## src/rtl/adlv_res_17.sv

```systemverilog
// Resolves a redundant (sum, carry) vector pair into a conventional binary sum,
// CHUNK bits per cycle, with a valid/ready handshake on both sides.
module adlv_res_17 #(
    parameter int BIT   = 16,
    parameter int CHUNK = 4
) (
    input  logic           clk,
    input  logic           rst,
    input  logic           in_valid,
    output logic           in_ready,
    input  logic [BIT:0]   s_in,
    input  logic [BIT:0]   e_in,
    output logic           out_valid,
    input  logic           out_ready,
    output logic [BIT+1:0] sum_out,
    output logic           busy
);

    localparam int W      = BIT + 1;
    localparam int NCHUNK = (W + CHUNK - 1) / CHUNK;
    localparam int LAST_K = NCHUNK - 1;
    localparam int KW     = (NCHUNK > 1) ? $clog2(NCHUNK) : 1;

    typedef enum logic [1:0] {
        ST_IDLE,
        ST_RUN,
        ST_DONE
    } state_t;

    state_t           state_q, state_d;
    logic [KW-1:0]    k_q, k_d;
    logic             c_q, c_d;
    logic [W-1:0]     s_q, s_d;
    logic [W-1:0]     e_q, e_d;
    logic [W:0]       sum_q, sum_d;
    logic [CHUNK-1:0] s_chunk, e_chunk;
    logic [CHUNK:0]   chunk_sum;

    always_comb begin
        int base;
        // NOTE: every comb output gets a default first so no path leaves it unassigned (no latch).
        state_d   = state_q;
        k_d       = k_q;
        c_d       = c_q;
        s_d       = s_q;
        e_d       = e_q;
        sum_d     = sum_q;
        s_chunk   = '0;
        e_chunk   = '0;
        chunk_sum = '0;
        base      = int'(k_q) * CHUNK;

        case (state_q)
            ST_IDLE: begin
                if (in_valid) begin
                    s_d     = s_in;
                    e_d     = e_in;
                    k_d     = '0;
                    c_d     = 1'b0;
                    state_d = ST_RUN;
                end
            end
            ST_RUN: begin
                for (int j = 0; j < CHUNK; j++) begin
                    if (base + j < W) begin
                        s_chunk[j] = s_q[base + j];
                        e_chunk[j] = e_q[base + j];
                    end
                end
                chunk_sum = {1'b0, s_chunk} + {1'b0, e_chunk} + {{CHUNK{1'b0}}, c_q};
                // A short final chunk lands its carry-out directly on the top result bit.
                for (int j = 0; j <= CHUNK; j++) begin
                    if ((j < CHUNK && base + j <= W) || (base + j == W)) begin
                        sum_d[base + j] = chunk_sum[j];
                    end
                end
                c_d = chunk_sum[CHUNK];
                k_d = k_q + 1'b1;
                if (k_q == KW'(LAST_K)) begin
                    state_d = ST_DONE;
                end
            end
            ST_DONE: begin
                if (out_ready) begin
                    state_d = ST_IDLE;
                end
            end
            default: state_d = ST_IDLE;
        endcase
    end

    // NOTE: sequential state uses non-blocking assignments only; the async reset clears everything.
    always_ff @(posedge clk or posedge rst) begin
        if (rst) begin
            state_q <= ST_IDLE;
            k_q     <= '0;
            c_q     <= 1'b0;
            s_q     <= '0;
            e_q     <= '0;
            sum_q   <= '0;
        end else begin
            state_q <= state_d;
            k_q     <= k_d;
            c_q     <= c_d;
            s_q     <= s_d;
            e_q     <= e_d;
            sum_q   <= sum_d;
        end
    end

    assign in_ready  = (state_q == ST_IDLE);
    assign out_valid = (state_q == ST_DONE);
    assign busy      = (state_q != ST_IDLE);
    assign sum_out   = sum_q;

endmodule

```

## config.mk

```make
export PLATFORM = sky130hd
export DESIGN_NAME = adlv_res_17
export DESIGN_NICKNAME = d
export VERILOG_FILES = /design/src/rtl/adlv_res_17.sv
export SDC_FILE = /design/constraint.sdc
export NUM_CORES = 1
export LEC_CHECK = 0
export CORE_MARGIN = 1
export CORE_UTILIZATION = 28
export CTS_CLUSTER_SIZE = 40
export DETAILED_ROUTE_END_ITERATION = 12
export PLACE_DENSITY = 0.52
export SKIP_LAST_GASP = 1
export SLEW_MARGIN = 5
export SYNTH_ARGS = -nofsm -noshare
export SYNTH_HDL_FRONTEND = slang
export SYNTH_SLANG_ARGS = --single-unit
```

## constraint.sdc

```tcl
create_clock -name clk -period 2.6 [get_ports clk]
set_input_delay 0.52 -clock clk [delete_from_list [all_inputs] [get_ports clk]]
set_output_delay 0.52 -clock clk [all_outputs]
set_load 0.02 [all_outputs]
```

* Word-level counts from Yosys, hierarchy flattened *
Index checks and enable logic that the tools add are counted.

cells by class
  add/sub/neg operators = 7
  $mul = 0
  divide/modulo/power cells = 0
  $lt $le $gt $ge = 18
  eq/ne operators = 10
  shift operators = 0
  multiplexer cells = 70
  bitwise gates (word level) = 0
  reductions and logical operators = 14

operators with widths
  cell                                                                     count
  18-bit 2-to-1 mux                                                        9
  32-bit by 6-bit equality test with 1-bit output (second input constant)  4
  32-bit by 6-bit <= comparator with 1-bit output (second input constant)  3
  32-bit by 6-bit < comparator with 1-bit output (second input constant)   3
  18-bit bitwise mux                                                       5
  1-bit 2-to-1 mux                                                         36
  1-bit binary-select mux with 5-bit select                                6
  6-bit by 1-bit >= comparator with 1-bit output (second input constant)   4
  6-bit < comparator (second input constant)                               4
  1-bit demux with 5-bit select                                            4
  5-bit by 2-bit adder with 6-bit output (second input constant)           2
  5-bit by 1-bit adder with 6-bit output (second input constant)           1
  5-bit by 3-bit adder with 6-bit output (second input constant)           1
  1-bit binary-select mux with 3-bit select                                2
  5-bit by 6-bit < comparator with 1-bit output (second input constant)    1
  2-bit 2-to-1 mux                                                         3
  2-bit case mux with 3 select lines                                       1
  3-bit case mux with 2 select lines                                       1
  4-bit by 4-bit adder with 5-bit output                                   1
  5-bit by 1-bit adder with 5-bit output                                   1
  5-bit by 1-bit >= comparator with 1-bit output (second input constant)   1
  5-bit <= comparator (second input constant)                              1
  1-bit logical AND                                                        5
  5-bit < comparator (second input constant)                               1
  other kinds (14)                                                         19

word-level totals
  bits in registers = 58
  bits in latches = 0
  bits in writable memories = 0
  ROM bits = 0
  input bits = 38
  logic and storage cells = 125
  memories = 0

* Logic depth before layout (Yosys ltp) *
  depth in word-level cells = 22
  gate-level depth with buffers = 10

* Worst setup path after synthesis *
No wires, ideal clock.

  path kind = register to register
  start = register k_q[0]
  end = register sum_q[10], in the netlist sum_out[10]
  setup time = 0.128 ns
  arrival = 2.342 ns
  path slack = 0.130 ns
  stages on the path, launching flop included = 10
  path buffers = 2
  clock period less this slack = 2.470 ns
  path through = dfrtp_1 -> buf_4 -> buf_6 -> mux2i_1 -> o2bb2ai_1 -> o21ai_1 -> fa_1 -> fa_1 -> xnor2_1 -> mux2_1

between the ends
  longest elaborated chain between the ends = 20

ends and longest elaborated chain
  what                                                                                                     line  source
  start: declaration                                                                                       31    logic [KW-1:0] k_q, k_d;
  start signal: assignment                                                                                 103   k_q <= k_d;
  parallel branches: the longest is 19 deep, another holds 32-bit by 6-bit < comparator with 1-bit output  -
  18-bit 2-to-1 mux *                                                                                      73    if ((j < CHUNK && base + j <= W) || (base + j == W)) begin
  end signal: assignment                                                                                   107   sum_q <= sum_d;
  end: declaration                                                                                         35    logic [W:0] sum_q, sum_d;

Every way passes the cells marked *. The select of a mux whose other input is x is not followed.
A chain may end at the register's enable or synchronous reset.

* Worst setup path in the final report *
  start = register k_q[0]
  end = register sum_q[14], in the netlist sum_out[14]

The elaborated chain is that of the path after synthesis.

==> results.cfg <==
[global_route]
grt_first_pass_wirelength_mm = 9.78
grt_overflow = 0
track_usage_pct = 13.1
grt_pass1_vias = 1938
grt_max_degree = 59
antenna_found_initial = 0

[power]
power_mw = 5.48
powerDensity_nw_per_um2 = 1450
vdd_drop_max_v = 0.000443
leakagePower_nw = 1.58

[synth]
syn_inst = 210
ys_types = 41
yosysTopAreaCell = dfrtp_1
synth_edf_count = 0
syn_area_sq_um = 2740
ys_warn_count = 0
syn_avg_cell_area_sq_um = 13.0
yosysSeqAreaShare_pct = 53.0
ys_seq_elements = 58
synthesis.nets = 255
synth.area.top_cells = dfrtp_1, mux2_1, mux4_2
synth_flop_cell = dfrtp_1
ys_async_sr_fraction_pct = 100
netlist.area_leader.share_pct = 53.0

[cts]
cts-hold-fix-buffers = 0
clockBufferDepth = 2
cts_sinks = 58
cts_tree = yes
clock-root-buffer = clkbuf_8
clkTransAtPathRegs_ns = 0.07
insertion_delay_ns = 0.34
cts_buffers = 9
h-tree-depth = 3

[worst_setup_path]
cp-endpoint = sum_out[14]
crit_fanout = 9
worstSetupStartpoint = k_q[0]
arrival_ns = 2.67
reg2reg_setup_slack_ns = 0.15
r2r_end = sum_out[14]
timing_worst_setup_path_type = reg -> reg
ff2ff_path_depth = 7
start_kind = flop
required_ns = 2.82
rr_startpoint = k_q[0]
endpoint_kind = flop

[route]
first_pass_iters = 4
drt-initial-drc-count = 64
vias = 1890
avgViaCountPerCell = 4.58
ant_nets = 0
wl_mm = 5.93
wl_per_cell_um = 14.4
drc = 0

[sta]
min_period_over_period_pct = 94.1
rsz0062_at_grt = no
timing.fmax_mhz = 409
period_needed_ns = 2.45
finalClockSkew_ns = 0.0102
setup_slack_ns = 0.153
tns_ns = 0
max_slew.worst_pin.slew_ns = 0.369
finalSetupViolations = 0
drv_slew = 0
max_slew_margin_pct = 75.3
hold_viol_final = 0

[die]
die_y_um = 101
pin_count = 59
rows = 35
dieArea_sq_um = 10200
core_area_sq_um = 9370
die_w_um = 101
start_util_pct = 29.2

[min_path]
min_path_type = reg -> reg
min_from = s_q[11]

[place]
place_congestion = 0.733
post_dp_cell_area_sq_um = 3510
place_ws_ns = 0.0627
dp_hpwl_mm = 4.42
io_buffers = 58

[final_layout]
fin_nets = 324
diodes = 0
final_common_cell = clkdlybuf4s50_1
syn_to_final_growth_pct = 38.1
mostFrequentLayoutCells = clkdlybuf4s50_1, dfrtp_1, mux2_1
postLayoutCellArea_sq_um = 3780
fin_util_pct = 40.3
drive_gt1_share_pct = 12.3

[flow_run]
drv_cap = 0

[status]
status = completed
==> synthesized netlist by cell type (2+ instances only) <==
| cell | number |
|---|---|
| mux4_2 | 4 |
| o2bb2ai_1 | 3 |
| nor2_1 | 3 |
| buf_6 | 2 |
| o21ai_1 | 13 |
| buf_2 | 3 |
| nand3b_1 | 2 |
| nor2b_1 | 10 |
| o31ai_1 | 7 |
| clkbuf_1 | 4 |
| o21ai_0 | 9 |
| ha_1 | 5 |
| fa_1 | 2 |
| a211o_1 | 2 |
| nand2_1 | 3 |
| mux2_1 | 38 |
| nand3_1 | 3 |
| mux2i_1 | 8 |
| a211oi_1 | 4 |
| inv_1 | 7 |
| dfrtp_1 | 58 |
==> area by class of cell <==
| cell class | instances | area (sq um) |
|---|---|---|
| Sequential cell | 58 | 1450 |
| Clock inverter | 5 | 125 |
| Inverter | 8 | 30.0 |
| Multi-Input combinational cell | 134 | 1200 |
| Clock buffer | 11 | 141 |
| Timing Repair Buffer | 68 | 668 |
| Tap cell | 129 | 161 |
| Fill cell | 951 | 5590 |
==> layer usage <==
| metal | GRT usage [%] | share of wire (%) | vias to the layer above |
|---|---|---|---|
| li1 | - | - | 907 |
| met1 | 16.4 | 47 | 917 |
| met2 | 20.7 | 46 | 56 |
| met3 | 4.09 | 5.1 | 10 |
| met4 | 6.02 | 1.9 | 0 |
| met5 | 0 | 0 | - |
==> report_power, final <==
group	total, mW	switching, mW	internal, mW	leakage (nW)
combinational	2.71	1.38	1.33	0.753
clock	1.12	0.356	0.759	0.134
sequential	1.66	0.290	1.37	0.694
==> timing repair <==
item,4_1_cts,5_1_grt
endpoints found under the setup margin,0,9
gates resized for setup,0,2
hold endpoints to repair,0,0
buffers inserted,0,0
==> how the worst min path moves through the flow <==
stage | end | cells after the start | slack (ns)
after global placement | s_q[3] | 1 | 0.47
after detailed placement | s_q[11] | 1 | 0.47
final | s_q[11] | 1 | 0.48
after global routing | e_q[0] | 1 | 0.51
after floorplan | e_q[1] | 1 | 0.45
after CTS | s_q[11] | 1 | 0.48
==> sequential cells by signal, indices dropped and copies added, names as in the netlist <==
| register | cells |
|---|---|
| e_q | 17 |
| s_q | 17 |
| c_q | 1 |
| k_q | 3 |
| sum_out | 18 |
| state_q | 2 |
==> logic make-up after synthesis <==
logic type | after synthesis | synth area share [%]
compound gates | 45 | 10.5
xor+xnor | 2 | 0.640
fa+ha+maj | 7 | 3.75
buf+inv | 18 | 3.29
flops | 58 | 53.0
mux | 50 | 21.9
simple gates | 30 | 6.90
==> stage by stage <==
stage                     instances  hold WS (ns)
after floorplan                 210         0.450
after global placement          397         0.470
after detailed placement        397         0.471
after CTS                       413         0.484
after global routing            413         0.508
final                           413         0.482
==> worst max-delay path: stages (launching register included) <==
cell	delay, ns
dfrtp_2	0.50
nor2b_1	0.19
o2bb2ai_1	0.15
o21ai_1	0.10
fa_1	0.44
fa_1	0.42
xnor2_1	0.21
mux2_1	0.31
(Power assumes the default switching activity.)
